===== src/rtl/hall_sequence_generator_if.sv =====
// Control and Hall-code bundle between a bench/bring-up master and the Hall sequence generator.
interface hall_sequence_generator_if #(
    parameter int unsigned PERIOD_WIDTH = 16,
    parameter int unsigned POS_WIDTH    = 16
);
    logic                    enable;
    logic                    direction;
    logic [PERIOD_WIDTH-1:0] step_period;
    logic                    load;
    logic [1:0]              fault;
    logic [2:0]              h;
    logic                    step_strobe;
    logic [POS_WIDTH-1:0]    position;
    logic                    running;

    // Side that programs the generator and observes the Hall code
    modport master (
        output enable,
        output direction,
        output step_period,
        output load,
        output fault,
        input  h,
        input  step_strobe,
        input  position,
        input  running
    );

    // The generator itself
    modport slave (
        input  enable,
        input  direction,
        input  step_period,
        input  load,
        input  fault,
        output h,
        output step_strobe,
        output position,
        output running
    );
endinterface


===== src/rtl/hall_sequence_generator.sv =====
// Emulated BLDC Hall sensor: walks the six-state commutation ring at a programmable
// rate and direction, keeps a signed electrical-step count and can force 000/111 fault codes.
module hall_sequence_generator #(
    parameter int unsigned PERIOD_WIDTH = 16,
    parameter int unsigned POS_WIDTH    = 16
) (
    input  logic                     clock,
    input  logic                     reset,
    hall_sequence_generator_if.slave bus
);
    localparam int unsigned IDX_WIDTH = 3;
    localparam logic [IDX_WIDTH-1:0] IDX_FIRST = IDX_WIDTH'(0);
    localparam logic [IDX_WIDTH-1:0] IDX_LAST  = IDX_WIDTH'(5);

    localparam logic [1:0] FAULT_LOW  = 2'b01;
    localparam logic [1:0] FAULT_HIGH = 2'b10;

    localparam logic [2:0] CODE_RESET = 3'b101;
    localparam logic [2:0] CODE_LOW   = 3'b000;
    localparam logic [2:0] CODE_HIGH  = 3'b111;

    logic [PERIOD_WIDTH-1:0] per;
    logic [PERIOD_WIDTH-1:0] count;
    logic [IDX_WIDTH-1:0]    idx;
    logic [POS_WIDTH-1:0]    pos;
    logic [2:0]              h_q;
    logic                    strobe_q;
    logic                    running_q;

    logic                    fault_active_c;
    logic                    counting_c;
    logic                    step_due_c;
    logic                    step_c;
    logic [IDX_WIDTH-1:0]    idx_adv_c;
    logic [IDX_WIDTH-1:0]    idx_next_c;
    logic [2:0]              h_next_c;

    // Hall code for each ring position, forward order 101,100,110,010,011,001
    function automatic logic [2:0] hall_code(input logic [IDX_WIDTH-1:0] i);
        logic [2:0] code;
        case (i)
            IDX_WIDTH'(0): code = 3'b101;
            IDX_WIDTH'(1): code = 3'b100;
            IDX_WIDTH'(2): code = 3'b110;
            IDX_WIDTH'(3): code = 3'b010;
            IDX_WIDTH'(4): code = 3'b011;
            IDX_WIDTH'(5): code = 3'b001;
            default:       code = CODE_RESET;
        endcase
        return code;
    endfunction

    // Fault decode and counting qualifier; fault 11 behaves like normal operation
    always_comb begin
        fault_active_c = (bus.fault == FAULT_LOW) || (bus.fault == FAULT_HIGH);
        counting_c     = bus.enable && (per != '0) && !fault_active_c;
    end

    // Step decision; >= lets a shorter period loaded mid-step fire immediately
    always_comb begin
        step_due_c = (count >= (per - PERIOD_WIDTH'(1)));
        step_c     = counting_c && step_due_c;
    end

    // Ring neighbour in the requested direction, wrapping 5<->0
    always_comb begin
        idx_adv_c = idx;
        if (bus.direction) begin
            if (idx == IDX_FIRST) begin
                idx_adv_c = IDX_LAST;
            end else begin
                idx_adv_c = idx - IDX_WIDTH'(1);
            end
        end else begin
            if (idx >= IDX_LAST) begin
                idx_adv_c = IDX_FIRST;
            end else begin
                idx_adv_c = idx + IDX_WIDTH'(1);
            end
        end
    end

    // Index after this edge, and the code the h register loads
    always_comb begin
        idx_next_c = step_c ? idx_adv_c : idx;
        h_next_c   = hall_code(idx_next_c);
        if (bus.fault == FAULT_LOW) begin
            h_next_c = CODE_LOW;
        end else if (bus.fault == FAULT_HIGH) begin
            h_next_c = CODE_HIGH;
        end
    end

    // Period register; a load coinciding with a step takes effect from the following cycle
    always_ff @(posedge clock or posedge reset) begin
        if (reset) begin
            per <= '0;
        end else if (bus.load) begin
            per <= bus.step_period;
        end
    end

    // Cycle counter within a step; held on non-counting cycles, untouched by load
    always_ff @(posedge clock or posedge reset) begin
        if (reset) begin
            count <= '0;
        end else if (counting_c) begin
            if (step_due_c) begin
                count <= '0;
            end else begin
                count <= count + PERIOD_WIDTH'(1);
            end
        end
    end

    // Ring index; frozen while halted, disabled or faulted
    always_ff @(posedge clock or posedge reset) begin
        if (reset) begin
            idx <= IDX_FIRST;
        end else begin
            idx <= idx_next_c;
        end
    end

    // Signed electrical-step position, wrapping modulo 2^POS_WIDTH
    always_ff @(posedge clock or posedge reset) begin
        if (reset) begin
            pos <= '0;
        end else if (step_c) begin
            if (bus.direction) begin
                pos <= pos - POS_WIDTH'(1);
            end else begin
                pos <= pos + POS_WIDTH'(1);
            end
        end
    end

    // Hall code, step pulse and running flag, all registered
    always_ff @(posedge clock or posedge reset) begin
        if (reset) begin
            h_q       <= CODE_RESET;
            strobe_q  <= 1'b0;
            running_q <= 1'b0;
        end else begin
            h_q       <= h_next_c;
            strobe_q  <= step_c;
            running_q <= counting_c;
        end
    end

    assign bus.h           = h_q;
    assign bus.step_strobe = strobe_q;
    assign bus.position    = pos;
    assign bus.running     = running_q;

endmodule


===== src/flat_wrapper.sv =====
// flat-port wrapper written by rule: the top's interface ports become plain ports
module hall_sequence_generator_flat 
#(
    parameter int unsigned PERIOD_WIDTH = 16,
    parameter int unsigned POS_WIDTH    = 16
)
  (clock, reset, bus_enable, bus_direction, bus_step_period, bus_load, bus_fault, bus_h, bus_step_strobe, bus_position, bus_running);
  hall_sequence_generator_if #(.PERIOD_WIDTH(PERIOD_WIDTH), .POS_WIDTH(POS_WIDTH)) bus_i ();
  input  logic clock;
  input  logic reset;
  input wire logic [$bits(bus_i.enable)-1:0] bus_enable;
  input wire logic [$bits(bus_i.direction)-1:0] bus_direction;
  input wire logic [$bits(bus_i.step_period)-1:0] bus_step_period;
  input wire logic [$bits(bus_i.load)-1:0] bus_load;
  input wire logic [$bits(bus_i.fault)-1:0] bus_fault;
  output wire logic [$bits(bus_i.h)-1:0] bus_h;
  output wire logic [$bits(bus_i.step_strobe)-1:0] bus_step_strobe;
  output wire logic [$bits(bus_i.position)-1:0] bus_position;
  output wire logic [$bits(bus_i.running)-1:0] bus_running;
  assign bus_i.enable = bus_enable;
  assign bus_i.direction = bus_direction;
  assign bus_i.step_period = bus_step_period;
  assign bus_i.load = bus_load;
  assign bus_i.fault = bus_fault;
  assign bus_h = bus_i.h;
  assign bus_step_strobe = bus_i.step_strobe;
  assign bus_position = bus_i.position;
  assign bus_running = bus_i.running;
  hall_sequence_generator #(.PERIOD_WIDTH(PERIOD_WIDTH), .POS_WIDTH(POS_WIDTH)) u_core (.clock(clock), .reset(reset), .bus(bus_i));
endmodule

===== config.mk =====
export PLATFORM = sky130hd
export DESIGN_NAME = hall_sequence_generator_flat
export DESIGN_NICKNAME = d
export VERILOG_FILES = /design/src/rtl/hall_sequence_generator_if.sv /design/src/rtl/hall_sequence_generator.sv /design/src/flat_wrapper.sv
export SDC_FILE = /design/constraint.sdc
export NUM_CORES = 1
export LEC_CHECK = 0
export CAP_MARGIN = 5
export CORE_ASPECT_RATIO = 1.1
export CORE_MARGIN = 4
export CORE_UTILIZATION = 45
export CTS_CLUSTER_DIAMETER = 60
export DETAILED_ROUTE_END_ITERATION = 12
export GPL_TIMING_DRIVEN = 0
export PLACE_DENSITY = 0.66
export SLEW_MARGIN = 0
export SYNTH_ARGS = -nofsm -noshare
export SYNTH_HDL_FRONTEND = slang
export SYNTH_SLANG_ARGS = --single-unit

===== constraint.sdc =====
create_clock -name clock -period 5.85 [get_ports clock]
set_input_delay 0.8775 -clock clock [delete_from_list [all_inputs] [get_ports clock]]
set_output_delay 0.8775 -clock clock [all_outputs]
set_load 0.03 [all_outputs]

---- Yosys cells after proc, flatten, opt, wreduce, memory -nomap -nowiden ----
Cells that the tools add are included.
word-level totals
  register bits after elaboration ......... 56
  bits of input ports ..................... 23
  output and inout port bits .............. 21
cells by class
  add/subtract/negate cells ............... 6
  $lt $le $gt $ge ......................... 2
  eq/ne operators ......................... 7
  multiplexer cells ....................... 9
  reductions and logical operators ........ 7
operator list
  kind                                                                    number
  16-bit by 1-bit adder with 16-bit output (second input constant)        2
  16-bit two-way mux                                                      2
  16-bit by 1-bit subtractor with 16-bit output (second input constant)   2
  3-bit two-way mux                                                       6
  16-bit >= comparator                                                    1
  16-bit nonzero test                                                     1
  3-bit one-hot mux with 5 select lines                                   1
  3-bit by 2-bit equality test with 1-bit output (second input constant)  2
  3-bit equality test (second input constant)                             2
  3-bit by 1-bit adder with 3-bit output (second input constant)          1
  3-bit by 1-bit equality test with 1-bit output (second input constant)  1
  3-bit >= comparator (second input constant)                             1
  1-bit logical AND                                                       3
  3-bit zero test                                                         1
  3-bit by 1-bit subtractor with 3-bit output (second input constant)     1
  2-bit by 1-bit equality test with 1-bit output (second input constant)  1
  2-bit equality test (second input constant)                             1
  1-bit zero test                                                         1
  1-bit logical OR                                                        1

---- Longest topological paths before layout ----
Gate-level depths: netlist of the first run.
  depth after elaboration ................. 10
  mapped depth ............................ 17

---- Least setup slack after synthesis of the first run ----
OpenSTA, ideal clock, no wires.
  path type ............................... register to register
  from .................................... register u_core.per[0]
  to ...................................... register u_core.pos[12] (netlist: u_core.bus.position[12])
  arrival ................................. 3.333 ns
  slack ................................... 2.386 ns
  cell stages (with the launch flop) ...... 18
  buffers on the path ..................... 1
  clock period less this slack ............ 3.464 ns
  cells stage by stage .................... dfrtp_1 -> inv_1 -> ha_1 -> or3b_2 -> nor3_1 -> nand2b_1 -> nor4_1 -> xnor2_1 -> ha_1 -> nand4_1 -> nor3_1 -> a311oi_1 -> nand2_1 -> nand2_8 -> inv_6 -> buf_2 -> o2111ai_1 -> nand3_1
between the ends
  cells in the longest elaborated chain, start to end .. 4
  elaborated cells between the ends (all ways) .. 6
  those cells by class .................... 1 x add/sub; 1 x order compare; 4 x reduce/logical
RTL lines
  what                                                                                   line                            text
  start, declared                                                                        hall_sequence_generator.sv:22   logic [PERIOD_WIDTH-1:0] per;
  start signal, assigned                                                                 hall_sequence_generator.sv:99   per <= bus.step_period;
  branches (longest 3 deep; another with 16-bit by 1-bit subtractor with 16-bit output)  n/a
  1-bit logical AND *                                                                    hall_sequence_generator.sv:62   step_c = counting_c && step_due_c;
  end signal, assigned                                                                   hall_sequence_generator.sv:131  pos <= pos - POS_WIDTH'(1);
  end signal, assigned                                                                   hall_sequence_generator.sv:133  pos <= pos + POS_WIDTH'(1);
  end, declared                                                                          hall_sequence_generator.sv:25   logic [POS_WIDTH-1:0] pos;
Every way passes the cells marked *.
A chain may end at the register's enable or synchronous reset.

---- Worst setup path in the final report of the first run ----
  from .................................... register u_core.per[0]
  to ...................................... register u_core.h_q[1] (netlist: u_core.bus.h[1])
between the ends
  cells in the longest elaborated chain, start to end .. 9
  elaborated cells between the ends (all ways) .. 15
  those cells by class .................... 1 x add/sub; 1 x order compare; 5 x eq/ne; 4 x mux; 4 x reduce/logical
RTL lines
  what                                                                                   line                            text
  branches (longest 3 deep; another with 16-bit by 1-bit subtractor with 16-bit output)  n/a
  1-bit logical AND *                                                                    hall_sequence_generator.sv:62
  3-bit two-way mux *                                                                    hall_sequence_generator.sv:85   idx_next_c = step_c ? idx_adv_c : idx;
  3-bit equality test (tied with other cells)                                            hall_sequence_generator.sv:41   case (i)
  3-bit one-hot mux with 5 select lines *                                                hall_sequence_generator.sv:41
  3-bit two-way mux *                                                                    hall_sequence_generator.sv:89   end else if (bus.fault == FAULT_HIGH) begin
  3-bit two-way mux *                                                                    hall_sequence_generator.sv:87   if (bus.fault == FAULT_LOW) begin
  net u_core.h_next_c[1]                                                                 hall_sequence_generator.sv:36   logic [2:0] h_next_c;
  end signal, assigned                                                                   hall_sequence_generator.sv:145  h_q <= h_next_c;
  end, declared                                                                          hall_sequence_generator.sv:26   logic [2:0] h_q;
Mark *: on every way through the listed nets, which the timed path passes.

==> report_table.html, run 1 <==
<table>
<tr><th>Metric</th><th>Value</th></tr>
<tr><th colspan="2">STA</th></tr>
<tr><td>Post-route minimum period</td><td>~4100 ps</td></tr>
<tr><td>Final worst hold slack</td><td>between 400 and 500 ps</td></tr>
<tr><td>Headroom to the max-slew limit</td><td>0.495</td></tr>
<tr><td>Setup clock skew after layout</td><td>between 10 and 15 ps</td></tr>
<tr><td>Setup-failing EPs final</td><td>0</td></tr>
<tr><td>Crit share post-route</td><td>0.693</td></tr>
<tr><td>Aggregate negative setup slack</td><td>0 ps</td></tr>
<tr><td>RSZ-0062 raised after global routing</td><td>no</td></tr>
<tr><td>Actual transition at the worst max-transition pin</td><td>roughly 760 ps</td></tr>
<tr><td>Setup slack after layout</td><td>around 1800 ps</td></tr>
<tr><td>Maximum frequency from static timing analysis</td><td>around 0.25 GHz</td></tr>
<tr><td>Number of hold-slack violations in the final timing report</td><td>0</td></tr>
<tr><td>Total count of max-transition violations in the final report</td><td>0</td></tr>
<tr><th colspan="2">Synthesis</th></tr>
<tr><td>Syn nets</td><td>450</td></tr>
<tr><td>Mux cell area share after synthesis</td><td>0.0669</td></tr>
<tr><td>Most used standard cell by instance count after synthesis</td><td>dfrtp_1</td></tr>
<tr><td>Cell count after synthesis</td><td>388</td></tr>
<tr><td>Yosys warns</td><td>0</td></tr>
<tr><td>Dominant cells by area after synthesis</td><td>dfrtp_1 (36%), ha_1 (13%), mux2_2 (4.5%)</td></tr>
<tr><td>Post-Synthesis Mean Instance Area</td><td>approximately 9.6 um2</td></tr>
<tr><td>Cell variety after synth</td><td>51</td></tr>
<tr><td>Simple logic cell fraction of the synthesized area</td><td>0.177</td></tr>
<tr><td>Compound-Gate Fraction of Synth Area</td><td>0.129</td></tr>
<tr><td>Ranking of synthesized cells by instance count</td><td>dfrtp_1 (54), ha_1 (38), nand2_1 (34), nor2_1 (32), o21ai_0 (29)</td></tr>
<tr><td>Number of synthesized flops with an enable pin</td><td>0</td></tr>
<tr><td>Most used flip-flop cell after synthesis</td><td>dfrtp_1</td></tr>
<tr><td>Cell taking the most area after synthesis</td><td>dfrtp_1</td></tr>
<tr><td>Xor-xnor portion of the synthesized cell area</td><td>0.0776</td></tr>
<tr><td>Fraction of the mapped netlist area in adder cells</td><td>0.133</td></tr>
<tr><td>FFs w/ async S/R, synth</td><td>1.00</td></tr>
<tr><td>Combinational family with the most area after synthesis</td><td>simple AND/OR/NAND/NOR gates</td></tr>
<tr><td>Total standard cell area after synthesis</td><td>roughly 3700 um2</td></tr>
<tr><td>Synthesized flop and latch total</td><td>56</td></tr>
<tr><td>Area fraction of the dominant cell type after synthesis</td><td>0.363</td></tr>
<tr><td>Part of the Yosys area used for sequential elements</td><td>0.377</td></tr>
<tr><th colspan="2">Clock tree</th></tr>
<tr><td>Clock tree from TritonCTS</td><td>yes</td></tr>
<tr><td>Clock root buffer</td><td>clkbuf_8</td></tr>
<tr><td>Number of gates given a new drive strength after cts</td><td>0</td></tr>
<tr><td>Number of hold buffers added after cts</td><td>0</td></tr>
<tr><td>Clock slew at the register clock pins of the worst setup and hold paths</td><td>roughly 100 ps</td></tr>
<tr><td>Clock Path Buffers</td><td>2</td></tr>
<tr><td>Clock latency of the later-clocked register in the worst-skew pair</td><td>between 300 and 400 ps</td></tr>
<tr><td>H-tree depth reported by CTS</td><td>2</td></tr>
<tr><td>Clock buffer count from CTS</td><td>5</td></tr>
<tr><td>Number of sinks driven by the clock tree</td><td>between 50 and 60</td></tr>
<tr><td>Post-CTS Repair Setup Buffers</td><td>0</td></tr>
<tr><th colspan="2">Power</th></tr>
<tr><td>Sequential share of power</td><td>0.349</td></tr>
<tr><td>Cell leakage power</td><td>around 1.9 nW</td></tr>
<tr><td>Combinational share of power</td><td>0.522</td></tr>
<tr><td>Net switching component of the power</td><td>0.720 mW</td></tr>
<tr><td>Switching power share of the total</td><td>0.419</td></tr>
<tr><td>Worst-case vdd ir drop</td><td>between 100 and 150 uV</td></tr>
<tr><td>Overall power consumption</td><td>around 1.7 mW</td></tr>
<tr><td>Design internal power</td><td>0.999 mW</td></tr>
<tr><td>Clock group share of total power</td><td>0.129</td></tr>
<tr><td>Pwr/cell area</td><td>a little under 400 nW/um2</td></tr>
<tr><th colspan="2">Placed design</th></tr>
<tr><td>Placed Cells</td><td>between 500 and 600</td></tr>
<tr><td>Post-Place Setup Slack</td><td>~1700 ps</td></tr>
<tr><td>Weighted congestion reported at the end of routability-driven placement</td><td>around 0.85</td></tr>
<tr><td>Sum of net half-perimeters after detailed placement</td><td>5870 um</td></tr>
<tr><td>Area after DPL</td><td>about 4300 um2</td></tr>
<tr><td>I/O Buffers</td><td>42</td></tr>
<tr><th colspan="2">Setup path</th></tr>
<tr><td>Critical path fanouts, max</td><td>10</td></tr>
<tr><td>Worst Reg-to-Reg Cells</td><td>17</td></tr>
<tr><td>Launching point of the worst reg2reg path</td><td>u_core.per[0]$_DFFE_PP0P_</td></tr>
<tr><td>Element type at the critical path start</td><td>flip-flop</td></tr>
<tr><td>Setup Crit Path Kind</td><td>reg2reg</td></tr>
<tr><td>Reg2reg setup slack</td><td>1790 ps</td></tr>
<tr><td>Req. time, crit path</td><td>a little over 6000 ps</td></tr>
<tr><td>Capturing point of the worst reg2reg path</td><td>u_core.bus.h[1]$_DFF_PP0_</td></tr>
<tr><td>Worst setup path endpoint</td><td>u_core.bus.h[1]$_DFF_PP0_</td></tr>
<tr><td>Slowest CP cell</td><td>or3b_2</td></tr>
<tr><td>WP depth</td><td>17</td></tr>
<tr><td>Crit-path max cell delay</td><td>about 500 ps</td></tr>
<tr><td>Crit path launch</td><td>u_core.per[0]$_DFFE_PP0P_</td></tr>
<tr><td>Type of destination of the critical path</td><td>flip-flop</td></tr>
<tr><td>Cell Chain, Critical Path</td><td>inv_1, ha_1, or3b_2, nor3_1, nand2b_1, nor4_1, xnor2_1, ha_1, o21ai_0, o21ai_0, a211oi_1, nand2_1, nand2_8, inv_6, mux2i_1, mux2i_1, nor2_1</td></tr>
<tr><td>CP delay by family, top</td><td>simple AND/OR/NAND/NOR gates</td></tr>
<tr><td>Arrival time worst endpoint</td><td>about 4300 ps</td></tr>
<tr><td>Worst path buffer plus inverter count</td><td>2</td></tr>
<tr><th colspan="2">Floorplanning</th></tr>
<tr><td>Number of rows created at floorplan</td><td>34</td></tr>
<tr><td>Initial cell density of the core</td><td>0.466</td></tr>
<tr><td># IOs</td><td>between 40 and 50</td></tr>
<tr><td>Die W</td><td>roughly 95 um</td></tr>
<tr><td>Y dimension of the die</td><td>about 100 um</td></tr>
<tr><td>Core area</td><td>approximately 8000 um2</td></tr>
<tr><td>Full die area</td><td>around 9800 um2</td></tr>
<tr><th colspan="2">Finish</th></tr>
<tr><td>Diodes inserted</td><td>0</td></tr>
<tr><td>Post-route non-filler standard cell count</td><td>around 550</td></tr>
<tr><td>Final-stage net count</td><td>500</td></tr>
<tr><td>Count of fill cells added during filler insertion</td><td>around 750</td></tr>
<tr><td>Utilization after layout</td><td>0.549</td></tr>
<tr><td>Post-synthesis to final-layout area growth</td><td>17.9%</td></tr>
<tr><td>Area occupied by registers</td><td>1400 um2</td></tr>
<tr><td>Area of the multi-input gates</td><td>2180 um2</td></tr>
<tr><td>Finished layout cell area</td><td>about 4400 um2</td></tr>
<tr><td>Fraction of layout cells with a size suffix above 1</td><td>0.0957</td></tr>
<tr><th colspan="2">Global routing</th></tr>
<tr><td>Initial antenna violation count</td><td>0</td></tr>
<tr><td>First-pass GRT wire length</td><td>~13000 um</td></tr>
<tr><td>GRT overflow</td><td>0</td></tr>
<tr><td>Number of global-route vias before repair</td><td>approximately 3000</td></tr>
<tr><td>Maximum number of pins on one net before global-route repair</td><td>35</td></tr>
<tr><td>All-layer global routing usage</td><td>0.162</td></tr>
<tr><th colspan="2">Flow run</th></tr>
<tr><td>Number of max-capacitance violations reported</td><td>0</td></tr>
<tr><th colspan="2">Routing</th></tr>
<tr><td>Vias per cell</td><td>~5.4</td></tr>
<tr><td>Post-route DRC violation count</td><td>0</td></tr>
<tr><td>Highest routed metal layer</td><td>met4</td></tr>
<tr><td>Number of nets with antenna violations after detailed routing</td><td>0</td></tr>
<tr><td>Iteration-0 DRC count of the detailed router</td><td>a little under 100</td></tr>
<tr><td>Count of vias placed by the detailed router</td><td>a little under 3000</td></tr>
<tr><td>Total met3 wirelength after detailed routing</td><td>approximately 260 um</td></tr>
<tr><td>Routed metal-1 wire length</td><td>between 3000 and 4000 um</td></tr>
<tr><td>Total iterations of the first detailed-routing run</td><td>5</td></tr>
<tr><td>Post-detailed-route wirelength per cell</td><td>approximately 14 um</td></tr>
<tr><td>WL met2</td><td>3840 um</td></tr>
<tr><td>Wire length reported by the detailed router</td><td>7430 um</td></tr>
<tr><th colspan="2">Worst hold path</th></tr>
<tr><td>Path class of the lowest-slack min-delay path</td><td>reg2reg</td></tr>
<tr><th colspan="2">Run status</th></tr>
<tr><td>Status</td><td>completed</td></tr>
</table>
-- cell type report --
| class | count | share of cell area |
|---|---|---|
| timing repair buffer | 43 | 0.100 |
| multi-input combinational | 300 | 0.496 |
| inverter | 22 | 0.0211 |
| buffer | 10 | 0.0117 |
| tap | 108 | 0.0308 |
| sequential | 56 | 0.320 |
| clock buffer | 8 | 0.0205 |
-- sequential cells by signal, indices dropped and copies added (netlist names) --
signal	cells
u_core.idx	3
u_core.count	16
u_core.bus.running	1
u_core.bus.h	3
u_core.per	16
u_core.bus.step_strobe	1
u_core.bus.position	16
-- per-layer routing --
layer | track usage | vias to the layer above
met3 | 0.0203 | 10
li1 | - | 1483
met5 | 0 | -
met2 | 0.306 | 53
met4 | 0.0466 | 0
met1 | 0.192 | 1389
-- cells by family (layout without fill, tap and decap cells) --
logic type	count (synthesis)	count (layout)
fa+ha+maj	39	39
simple gates	130	130
buf+inv	32	83
compound gates	75	75
xor+xnor	33	33
mux	23	23
flops	56	56
-- power by group through the flow --
stage               combinational (mW)  clock [mW]  sequential (mW)
finish                           0.897       0.222            0.600
global route                      1.00       0.243            0.619
CTS                              0.903       0.230            0.602
detailed placement               0.900           0            0.610
global placement                 0.871           0            0.603
floorplan                        0.523           0            0.711
-- worst register-to-register path, stage by stage (launching register included) --
cell      delay [ps]
dfrtp_1          390
inv_1            100
ha_1             180
or3b_2           500
nor3_1           260
nand2b_1         170
nor4_1           280
xnor2_1          170
ha_1             270
o21ai_0          140
o21ai_0          110
a211oi_1         410
nand2_1          300
nand2_8          170
inv_6             70
mux2i_1          230
mux2i_1          110
nor2_1           130
-- worst min path at each step --
stage                                             start  cells after the start                             endpoint  slack [ps]
global route        u_core.bus.position[15]$_DFFE_PP0N_                      1  u_core.bus.position[15]$_DFFE_PP0N_         510
CTS                 u_core.bus.position[15]$_DFFE_PP0N_                      1  u_core.bus.position[15]$_DFFE_PP0N_         480
global placement    u_core.bus.position[15]$_DFFE_PP0N_                      1  u_core.bus.position[15]$_DFFE_PP0N_         470
finish              u_core.bus.position[15]$_DFFE_PP0N_                      1  u_core.bus.position[15]$_DFFE_PP0N_         480
floorplan                   u_core.count[2]$_DFFE_PP0P_                      1          u_core.count[2]$_DFFE_PP0P_         490
detailed placement  u_core.bus.position[15]$_DFFE_PP0N_                      1  u_core.bus.position[15]$_DFFE_PP0N_         470
-- placed cells by master, fill, tap and decap left out, types with 3 or more instances in the layout --
master,n
a211oi_1,7
a21oi_1,15
a31oi_1,3
buf_2,5
clkbuf_1,6
clkbuf_8,6
clkdlybuf4s50_1,42
dfrtp_1,54
ha_1,38
inv_1,19
mux2_2,15
mux2i_1,8
nand2_1,34
nand2b_1,7
nand3_1,11
nand4_1,8
nor2_1,32
nor2b_1,3
nor3_1,11
nor4_1,5
o21ai_0,29
or3_1,6
or4_1,3
xnor2_1,19
xor2_1,14
Power figures use the tool's default switching activity.
==> run 2: changes to the inputs <==
clock period = 3.9 ns   (was 5.85 ns; I/O delays follow)
==> run 2 against run 1 <==
  * Clock-buffer cell count did not move
  * Utilization rose by 0.97 points
  * Worst hold slack barely moved
  * Global-route usage rose by 0.062 points
  * Die area did not move
  * Critical path type unchanged
  * Highest routed layer unchanged
==> report_table.html, run 2 (same netlist as run 1, synthesis figures left out) <==
<table>
<tr><th>Metric</th><th>Value</th></tr>
<tr><th colspan="2">Setup path</th></tr>
<tr><td>Crit-path max cell delay</td><td>410 ps (was 500 ps)</td></tr>
<tr><td>Arrival time worst endpoint</td><td>3900 ps (was 4290 ps)</td></tr>
<tr><td>Req. time, crit path</td><td>4090 ps (was 6080 ps)</td></tr>
<tr><td>Launching point of the worst reg2reg path</td><td>u_core.per[0]$_DFFE_PP0P_ (unchanged)</td></tr>
<tr><td>Reg2reg setup slack</td><td>190 ps (was 1790 ps)</td></tr>
<tr><td>Slowest CP cell</td><td>dfrtp_1 (was or3b_2)</td></tr>
<tr><td>Type of destination of the critical path</td><td>flip-flop (unchanged)</td></tr>
<tr><td>Worst Reg-to-Reg Cells</td><td>17 (unchanged)</td></tr>
<tr><td>Critical path fanouts, max</td><td>6 (was 10)</td></tr>
<tr><td>Capturing point of the worst reg2reg path</td><td>u_core.bus.h[1]$_DFF_PP0_ (unchanged)</td></tr>
<tr><td>Setup Crit Path Kind</td><td>reg2reg (unchanged)</td></tr>
<tr><td>Cell Chain, Critical Path</td><td>inv_2, ha_2, or3b_4, nor3_4, nand2b_1, buf_4, nor3_2, xnor2_1, ha_1, nand4_1, a211oi_2, a311oi_2, and2_1, clkbuf_4, o32a_1, mux2i_1, nor2_1 (was inv_1, ha_1, or3b_2, nor3_1, nand2b_1, nor4_1, xnor2_1, ha_1, o21ai_0, o21ai_0, a211oi_1, nand2_1, nand2_8, inv_6, mux2i_1, mux2i_1, nor2_1)</td></tr>
<tr><td>Element type at the critical path start</td><td>flip-flop (unchanged)</td></tr>
<tr><th colspan="2">Global routing</th></tr>
<tr><td>Maximum number of pins on one net before global-route repair</td><td>35 (unchanged)</td></tr>
<tr><td>All-layer global routing usage</td><td>0.163 (was 0.162)</td></tr>
<tr><td>GRT overflow</td><td>0 (unchanged)</td></tr>
<tr><td>First-pass GRT wire length</td><td>12900 um (was 12800 um)</td></tr>
<tr><td>Number of global-route vias before repair</td><td>2929 (was 2931)</td></tr>
<tr><td>Initial antenna violation count</td><td>0 (unchanged)</td></tr>
<tr><th colspan="2">Placed design</th></tr>
<tr><td>Weighted congestion reported at the end of routability-driven placement</td><td>0.846 (unchanged)</td></tr>
<tr><td>I/O Buffers</td><td>42 (unchanged)</td></tr>
<tr><td>Sum of net half-perimeters after detailed placement</td><td>5870 um (unchanged)</td></tr>
<tr><td>Placed Cells</td><td>539 (unchanged)</td></tr>
<tr><td>Post-Place Setup Slack</td><td>-171 ps (was 1720 ps)</td></tr>
<tr><th colspan="2">Finish</th></tr>
<tr><td>Post-route non-filler standard cell count</td><td>548 (was 547)</td></tr>
<tr><td>Most frequent cells in the layout</td><td>dfrtp_1 (54), clkdlybuf4s50_1 (42), ha_1 (37), nand2_1 (33), nor2_1 (32) (was dfrtp_1 (54), clkdlybuf4s50_1 (42), ha_1 (38), nand2_1 (34), nor2_1 (32))</td></tr>
<tr><td>Fraction of layout cells with a size suffix above 1</td><td>0.130 (was 0.0957)</td></tr>
<tr><td>Commonest non-fill, non-tap cell in the layout</td><td>dfrtp_1 (unchanged)</td></tr>
<tr><td>Final-stage net count</td><td>501 (was 500)</td></tr>
<tr><td>Post-synthesis to final-layout area growth</td><td>20.0% (was 17.9%)</td></tr>
<tr><td>Diodes inserted</td><td>0 (unchanged)</td></tr>
<tr><th colspan="2">Worst hold path</th></tr>
<tr><td>Start point of the worst min-delay path</td><td>u_core.bus.position[15]$_DFFE_PP0N_ (unchanged)</td></tr>
<tr><td>Path class of the lowest-slack min-delay path</td><td>reg2reg (unchanged)</td></tr>
<tr><td>End point of the most critical hold path</td><td>u_core.bus.position[15]$_DFFE_PP0N_ (unchanged)</td></tr>
<tr><td>Min-Delay Path Depth</td><td>1 (unchanged)</td></tr>
<tr><th colspan="2">Floorplanning</th></tr>
<tr><td>Die W</td><td>94.7 um (unchanged)</td></tr>
<tr><td>Number of rows created at floorplan</td><td>34 (unchanged)</td></tr>
<tr><td>Full die area</td><td>9800 um2 (unchanged)</td></tr>
<tr><td>Core area</td><td>8000 um2 (unchanged)</td></tr>
<tr><td># IOs</td><td>44 (unchanged)</td></tr>
<tr><td>Initial cell density of the core</td><td>0.466 (unchanged)</td></tr>
<tr><td>Y dimension of the die</td><td>103 um (unchanged)</td></tr>
<tr><th colspan="2">Clock tree</th></tr>
<tr><td>Clock Path Buffers</td><td>2 (unchanged)</td></tr>
<tr><td>Clock latency of the later-clocked register in the worst-skew pair</td><td>310 ps (about the same)</td></tr>
<tr><td>Clock buffer count from CTS</td><td>5 (unchanged)</td></tr>
<tr><td>Number of sinks driven by the clock tree</td><td>56 (unchanged)</td></tr>
<tr><td>Clock root buffer</td><td>clkbuf_8 (unchanged)</td></tr>
<tr><td>Number of hold buffers added after cts</td><td>0 (unchanged)</td></tr>
<tr><td>Clock slew at the register clock pins of the worst setup and hold paths</td><td>100 ps (about the same)</td></tr>
<tr><td>Clock tree from TritonCTS</td><td>yes (unchanged)</td></tr>
<tr><td>H-tree depth reported by CTS</td><td>2 (unchanged)</td></tr>
<tr><th colspan="2">STA</th></tr>
<tr><td>Actual transition at the worst max-transition pin</td><td>753 ps (was 755 ps)</td></tr>
<tr><td>Setup-failing EPs final</td><td>0 (unchanged)</td></tr>
<tr><td>Maximum frequency from static timing analysis</td><td>0.270 GHz (was 0.247 GHz)</td></tr>
<tr><td>Setup clock skew after layout</td><td>11.6 ps (was 10.6 ps)</td></tr>
<tr><td>Post-route minimum period</td><td>3710 ps (was 4060 ps)</td></tr>
<tr><td>Headroom to the max-slew limit</td><td>0.496 (was 0.495)</td></tr>
<tr><td>RSZ-0062 raised after global routing</td><td>yes (was no)</td></tr>
<tr><td>Number of hold-slack violations in the final timing report</td><td>0 (unchanged)</td></tr>
<tr><td>Crit share post-route</td><td>0.950 (was 0.693)</td></tr>
<tr><td>Total count of max-transition violations in the final report</td><td>0 (unchanged)</td></tr>
<tr><td>Setup slack after layout</td><td>195 ps (was 1790 ps)</td></tr>
<tr><th colspan="2">Power</th></tr>
<tr><td>Pwr/cell area</td><td>580 nW/um2 (was 392 nW/um2)</td></tr>
<tr><td>Cell leakage power</td><td>1.89 nW (was 1.88 nW)</td></tr>
<tr><td>Worst-case vdd ir drop</td><td>198 uV (was 129 uV)</td></tr>
<tr><th colspan="2">Routing</th></tr>
<tr><td>Post-detailed-route wirelength per cell</td><td>13.7 um (was 13.6 um)</td></tr>
<tr><td>Number of nets with antenna violations after detailed routing</td><td>0 (unchanged)</td></tr>
<tr><td>Count of vias placed by the detailed router</td><td>2944 (was 2935)</td></tr>
<tr><td>Wire length reported by the detailed router</td><td>7530 um (was 7430 um)</td></tr>
<tr><td>Vias per cell</td><td>5.37 (about the same)</td></tr>
<tr><td>Iteration-0 DRC count of the detailed router</td><td>92 (was 99)</td></tr>
<tr><td>Total iterations of the first detailed-routing run</td><td>4 (was 5)</td></tr>
<tr><td>Post-route DRC violation count</td><td>0 (unchanged)</td></tr>
<tr><th colspan="2">Flow run</th></tr>
<tr><td>Number of max-capacitance violations reported</td><td>0 (unchanged)</td></tr>
<tr><th colspan="2">Run status</th></tr>
<tr><td>Status</td><td>completed (unchanged)</td></tr>
</table>
[run 2: cell types whose count changed in the layout (fill, tap and decap cells not counted), moves of 2 or more]
cell      before  now
a211oi_2       0    3
a211oi_1       7    4
nor3_2         0    4
o21ai_0       29   27
nor3_1        11    6
o21ai_1        0    2
[run 2: how the worst max path moves through the flow]
| stage | start | to | slack [ps] |
|---|---|---|---|
| floorplan | u_core.per[0]$_DFFE_PP0P_ | u_core.bus.position[12]$_DFFE_PP0N_ | 440 |
| finish | u_core.per[0]$_DFFE_PP0P_ | u_core.bus.h[1]$_DFF_PP0_ | 190 |
| detailed placement | u_core.per[0]$_DFFE_PP0P_ | u_core.bus.position[12]$_DFFE_PP0N_ | -170 |
| global route | u_core.per[0]$_DFFE_PP0P_ | u_core.bus.h[1]$_DFF_PP0_ | -40 |
| global placement | u_core.per[0]$_DFFE_PP0P_ | u_core.bus.position[14]$_DFFE_PP0N_ | -100 |
| CTS | u_core.per[0]$_DFFE_PP0P_ | u_core.bus.h[1]$_DFF_PP0_ | 30 |
[run 2: power breakdown]
part           leakage [nW]  internal (mW)  switching [mW]
combinational          1.15          0.614           0.742
sequential            0.700          0.744           0.160
clock                0.0455          0.146           0.187
[run 2: repair_timing]
action	4_1_cts	5_1_grt
setup buffers	0	1
resized for setup	5	15
gates cloned	0	0
pin swaps	0	6
setup endpoints to repair	33	22
[run 2: stage by stage]
stage / instance area [um2] / util / TNS, ps / power, mW / hold slack [ps]
floorplan: 3720 / - / 0 / 1.85 / 491
global placement: 4280 / 0.535 / -447 / 2.21 / 468
detailed placement: 4300 / 0.538 / -2800 / 2.27 / 469
CTS: 4410 / 0.552 / 0 / 2.61 / 483
global route: 4470 / 0.559 / -39.2 / 2.81 / 515
finish: 4470 / 0.559 / 0 / 2.59 / 477
[run 2: layout make-up]
| class | count | area [um2] |
|---|---|---|
| Fill cell | 738 | 3530 |
| Clock buffer | 8 | 90.1 |
| Multi-Input combinational cell | 300 | 2240 |
| Inverter | 22 | 92.6 |
| Buffer | 10 | 55.1 |
| Sequential cell | 56 | 1400 |
| Tap cell | 108 | 135 |
| Timing Repair Buffer | 44 | 448 |
[run 2: worst max-delay path, delay by kind of cell, from the launching register on]
| kind | cells | cell delay [ps] |
|---|---|---|
| AOI/OAI and AO/OA | 3 | 650 |
| xor gates and xnor gates | 1 | 160 |
| adders and majority gates | 2 | 460 |
| buffers and inverters | 3 | 410 |
| DFF | 1 | 410 |
| muxes | 1 | 210 |
| and+or+nand+nor | 7 | 1300 |
[run 2: layer usage]
layer  GRT usage  share of wire  vias up
met5           0              0        -
met4      0.0433         0.0096        0
met3      0.0195          0.033        9
met2       0.307           0.52       48
met1       0.195           0.44     1402
li1            -              -     1485
==> run 3: changes to the inputs <==
PLACE_DENSITY = 0.65   (was 0.66)
SETUP_SLACK_MARGIN = 0.05   (was unset)
==> run 3 against run 2 <==
  * Worst hold slack is essentially flat
  * Clock-buffer cell count shrank 3
  * Wire length grew 4.9%
  * Design area grew 2.8%
  * Largest power group unchanged
==> report_table.html, run 3 (same netlist as run 1, synthesis figures left out) <==
<table>
<tr><th>Metric</th><th>Value</th></tr>
<tr><th colspan="2">Floorplanning</th></tr>
<tr><td>Die W</td><td>94.7 um (unchanged)</td></tr>
<tr><td># IOs</td><td>44 (unchanged)</td></tr>
<tr><td>Y dimension of the die</td><td>103 um (unchanged)</td></tr>
<tr><td>Number of rows created at floorplan</td><td>34 (unchanged)</td></tr>
<tr><td>Core area</td><td>8000 um2 (unchanged)</td></tr>
<tr><td>Initial cell density of the core</td><td>0.466 (unchanged)</td></tr>
<tr><td>Full die area</td><td>9800 um2 (unchanged)</td></tr>
<tr><th colspan="2">Placed design</th></tr>
<tr><td>I/O Buffers</td><td>42 (unchanged)</td></tr>
<tr><td>Sum of net half-perimeters after detailed placement</td><td>5810 um (was 5870 um)</td></tr>
<tr><td>Weighted congestion reported at the end of routability-driven placement</td><td>0.836 (was 0.846)</td></tr>
<tr><td>Placed Cells</td><td>539 (unchanged)</td></tr>
<tr><th colspan="2">STA</th></tr>
<tr><td>Total count of max-transition violations in the final report</td><td>0 (unchanged)</td></tr>
<tr><td>Setup-failing EPs final</td><td>0 (unchanged)</td></tr>
<tr><td>Crit share post-route</td><td>0.953 (was 0.950)</td></tr>
<tr><td>Actual transition at the worst max-transition pin</td><td>754 ps (was 753 ps)</td></tr>
<tr><td>Post-route minimum period</td><td>3720 ps (was 3710 ps)</td></tr>
<tr><td>Setup clock skew after layout</td><td>13.4 ps (was 11.6 ps)</td></tr>
<tr><td>RSZ-0062 raised after global routing</td><td>yes (unchanged)</td></tr>
<tr><td>Final worst hold slack</td><td>477 ps (about the same)</td></tr>
<tr><td>Maximum frequency from static timing analysis</td><td>0.269 GHz (was 0.270 GHz)</td></tr>
<tr><td>Headroom to the max-slew limit</td><td>0.496 (about the same)</td></tr>
<tr><td>Number of hold-slack violations in the final timing report</td><td>0 (unchanged)</td></tr>
<tr><th colspan="2">Worst hold path</th></tr>
<tr><td>Min-Delay Path Depth</td><td>1 (unchanged)</td></tr>
<tr><td>Path class of the lowest-slack min-delay path</td><td>reg2reg (unchanged)</td></tr>
<tr><td>Start point of the worst min-delay path</td><td>u_core.bus.position[15]$_DFFE_PP0N_ (unchanged)</td></tr>
<tr><th colspan="2">Power</th></tr>
<tr><td>Worst-case vdd ir drop</td><td>200 uV (was 198 uV)</td></tr>
<tr><td>Pwr/cell area</td><td>583 nW/um2 (was 580 nW/um2)</td></tr>
<tr><td>Cell leakage power</td><td>1.95 nW (was 1.89 nW)</td></tr>
<tr><th colspan="2">Clock tree</th></tr>
<tr><td>Clock tree from TritonCTS</td><td>yes (unchanged)</td></tr>
<tr><td>Number of hold buffers added after cts</td><td>0 (unchanged)</td></tr>
<tr><td>Clock latency of the later-clocked register in the worst-skew pair</td><td>320 ps (was 310 ps)</td></tr>
<tr><td>Number of sinks driven by the clock tree</td><td>56 (unchanged)</td></tr>
<tr><td>Clock slew at the register clock pins of the worst setup and hold paths</td><td>110 ps (was 100 ps)</td></tr>
<tr><td>Clock root buffer</td><td>clkbuf_8 (unchanged)</td></tr>
<tr><td>Clock buffer count from CTS</td><td>5 (unchanged)</td></tr>
<tr><td>H-tree depth reported by CTS</td><td>2 (unchanged)</td></tr>
<tr><td>Clock Path Buffers</td><td>2 (unchanged)</td></tr>
<tr><th colspan="2">Setup path</th></tr>
<tr><td>Launching point of the worst reg2reg path</td><td>u_core.per[1]$_DFFE_PP0P_ (was u_core.per[0]$_DFFE_PP0P_)</td></tr>
<tr><td>Req. time, crit path</td><td>4120 ps (was 4090 ps)</td></tr>
<tr><td>Arrival time worst endpoint</td><td>3940 ps (was 3900 ps)</td></tr>
<tr><td>Cell Chain, Critical Path</td><td>inv_2, ha_4, or3b_4, nor3_4, nand2b_1, nor4_2, xnor2_1, ha_1, nand4_1, nor3_2, a311oi_2, and2_1, buf_6, o32a_1, mux2i_1, nor2_1 (was inv_2, ha_2, or3b_4, nor3_4, nand2b_1, buf_4, nor3_2, xnor2_1, ha_1, nand4_1, a211oi_2, a311oi_2, and2_1, clkbuf_4, o32a_1, mux2i_1, nor2_1)</td></tr>
<tr><td>Element type at the critical path start</td><td>flip-flop (unchanged)</td></tr>
<tr><td>Crit path launch</td><td>u_core.per[1]$_DFFE_PP0P_ (was u_core.per[0]$_DFFE_PP0P_)</td></tr>
<tr><td>Slowest CP cell</td><td>dfrtp_1 (unchanged)</td></tr>
<tr><td>Crit-path max cell delay</td><td>410 ps (about the same)</td></tr>
<tr><td>Worst Reg-to-Reg Cells</td><td>16 (was 17)</td></tr>
<tr><td>Type of destination of the critical path</td><td>flip-flop (unchanged)</td></tr>
<tr><td>CP delay by family, top</td><td>simple AND/OR/NAND/NOR gates (unchanged)</td></tr>
<tr><td>WP depth</td><td>16 (was 17)</td></tr>
<tr><td>Setup Crit Path Kind</td><td>reg2reg (unchanged)</td></tr>
<tr><td>Critical path fanouts, max</td><td>3 (was 6)</td></tr>
<tr><td>Worst path buffer plus inverter count</td><td>2 (was 3)</td></tr>
<tr><th colspan="2">Global routing</th></tr>
<tr><td>All-layer global routing usage</td><td>0.170 (was 0.163)</td></tr>
<tr><td>Number of global-route vias before repair</td><td>2951 (was 2929)</td></tr>
<tr><td>Initial antenna violation count</td><td>0 (unchanged)</td></tr>
<tr><td>GRT overflow</td><td>0 (unchanged)</td></tr>
<tr><td>Maximum number of pins on one net before global-route repair</td><td>40 (was 35)</td></tr>
<tr><td>First-pass GRT wire length</td><td>13400 um (was 12900 um)</td></tr>
<tr><th colspan="2">Routing</th></tr>
<tr><td>Vias per cell</td><td>5.36 (was 5.37)</td></tr>
<tr><td>Count of vias placed by the detailed router</td><td>2983 (was 2944)</td></tr>
<tr><td>Iteration-0 DRC count of the detailed router</td><td>85 (was 92)</td></tr>
<tr><td>Total iterations of the first detailed-routing run</td><td>4 (unchanged)</td></tr>
<tr><td>Post-route DRC violation count</td><td>0 (unchanged)</td></tr>
<tr><td>Wire length reported by the detailed router</td><td>7900 um (was 7530 um)</td></tr>
<tr><td>Number of nets with antenna violations after detailed routing</td><td>0 (unchanged)</td></tr>
<tr><td>Post-detailed-route wirelength per cell</td><td>14.2 um (was 13.7 um)</td></tr>
<tr><th colspan="2">Finish</th></tr>
<tr><td>Most frequent cells in the layout</td><td>dfrtp_1 (54), clkdlybuf4s50_1 (42), ha_1 (37), nand2_1 (33), nor2_1 (32) (unchanged)</td></tr>
<tr><td>Diodes inserted</td><td>0 (unchanged)</td></tr>
<tr><td>Post-synthesis to final-layout area growth</td><td>23.3% (was 20.0%)</td></tr>
<tr><td>Commonest non-fill, non-tap cell in the layout</td><td>dfrtp_1 (unchanged)</td></tr>
<tr><td>Post-route non-filler standard cell count</td><td>557 (was 548)</td></tr>
<tr><td>Fraction of layout cells with a size suffix above 1</td><td>0.158 (was 0.130)</td></tr>
<tr><td>Final-stage net count</td><td>510 (was 501)</td></tr>
<tr><th colspan="2">Flow run</th></tr>
<tr><td>Number of max-capacitance violations reported</td><td>0 (unchanged)</td></tr>
<tr><th colspan="2">Run status</th></tr>
<tr><td>Status</td><td>completed (unchanged)</td></tr>
</table>
[run 3: changes by cell type in the layout (fill, tap and decap cells not counted), moves of 2 or more]
| cell | previous run | this run |
|---|---|---|
| buf_6 | 1 | 3 |
| buf_4 | 1 | 9 |
| nor4_1 | 4 | 2 |
| clkbuf_1 | 5 | 3 |
| nor4_2 | 1 | 3 |
| o21ai_1 | 2 | 0 |
| o21ai_0 | 27 | 29 |
[run 3: layer usage]
layer / GRT usage / vias to the layer above / wire length (um) / share of wire
met5: 0 / - / 0 / 0
met4: 0.0466 / 0 / 128 / 0.016
met3: 0.0333 / 13 / 277 / 0.035
met2: 0.318 / 47 / 4200 / 0.53
met1: 0.198 / 1418 / 3290 / 0.42
li1: - / 1505 / - / -
[run 3: worst reg2reg max path: cells and delay by family (launching register included)]
kind,cells,cell delay [ps]
muxes,1,170
xor gates and xnor gates,1,130
and+or+nand+nor,8,1710
buffers and inverters,2,210
adders and majority gates,2,440
AOI/OAI and AO/OA,2,570
DFF,1,410
[run 3: path summary, 6_finish.rpt]
| kind | end | slack [ps] |
|---|---|---|
| worst max-delay path | u_core.bus.h[1]$_DFF_PP0_ | 180 |
| worst min-delay path | u_core.bus.position[15]$_DFFE_PP0N_ | 480 |
| worst max register to register | u_core.bus.h[1]$_DFF_PP0_ | 180 |
| worst min register to register | u_core.bus.position[15]$_DFFE_PP0N_ | 480 |
| max in group asynchronous | u_core.per[14]$_DFFE_PP0P_ | 2750 |
| min in group asynchronous | u_core.bus.position[7]$_DFFE_PP0N_ | 570 |
[run 3: metrics by stage]
| step | TNS, ps | cell area (um2) | utilization | power (mW) | worst slack [ps] |
|---|---|---|---|---|---|
| 4_1_cts | 0 | 4440 | 0.555 | 2.67 | 74.0 |
| 6_report | 0 | 4590 | 0.574 | 2.68 | 181 |
| 3_3_place_gp | -390 | 4280 | 0.535 | 2.21 | -97.6 |
| 5_1_grt | -191 | 4590 | 0.574 | 2.90 | -101 |
| 3_5_place_dp | -4280 | 4300 | 0.538 | 2.26 | -233 |
| 2_1_floorplan | 0 | 3720 | - | 1.85 | 436 |
[run 3: power by group]
part / switching [mW] / internal, mW / total [mW]
sequential: 0.160 / 0.743 / 0.903
clock: 0.207 / 0.191 / 0.398
combinational: 0.749 / 0.627 / 1.38
[run 3: timing repair]
action                     in CTS  in global routing
pin swaps                       0                 15
gates cloned                    0                  0
buffers inserted                0                 10
setup endpoints to repair      35                 34
resized for setup               6                 20
[run 3: cell type report]
cell class,count,area (um2)
Inverter,22,92.6
Sequential cell,56,1400
Timing Repair Buffer,53,519
Buffer,10,58.8
Clock buffer,5,68.8
Tap cell,108,135
Clock inverter,3,42.5
Multi-Input combinational cell,300,2270
Fill cell,735,3410
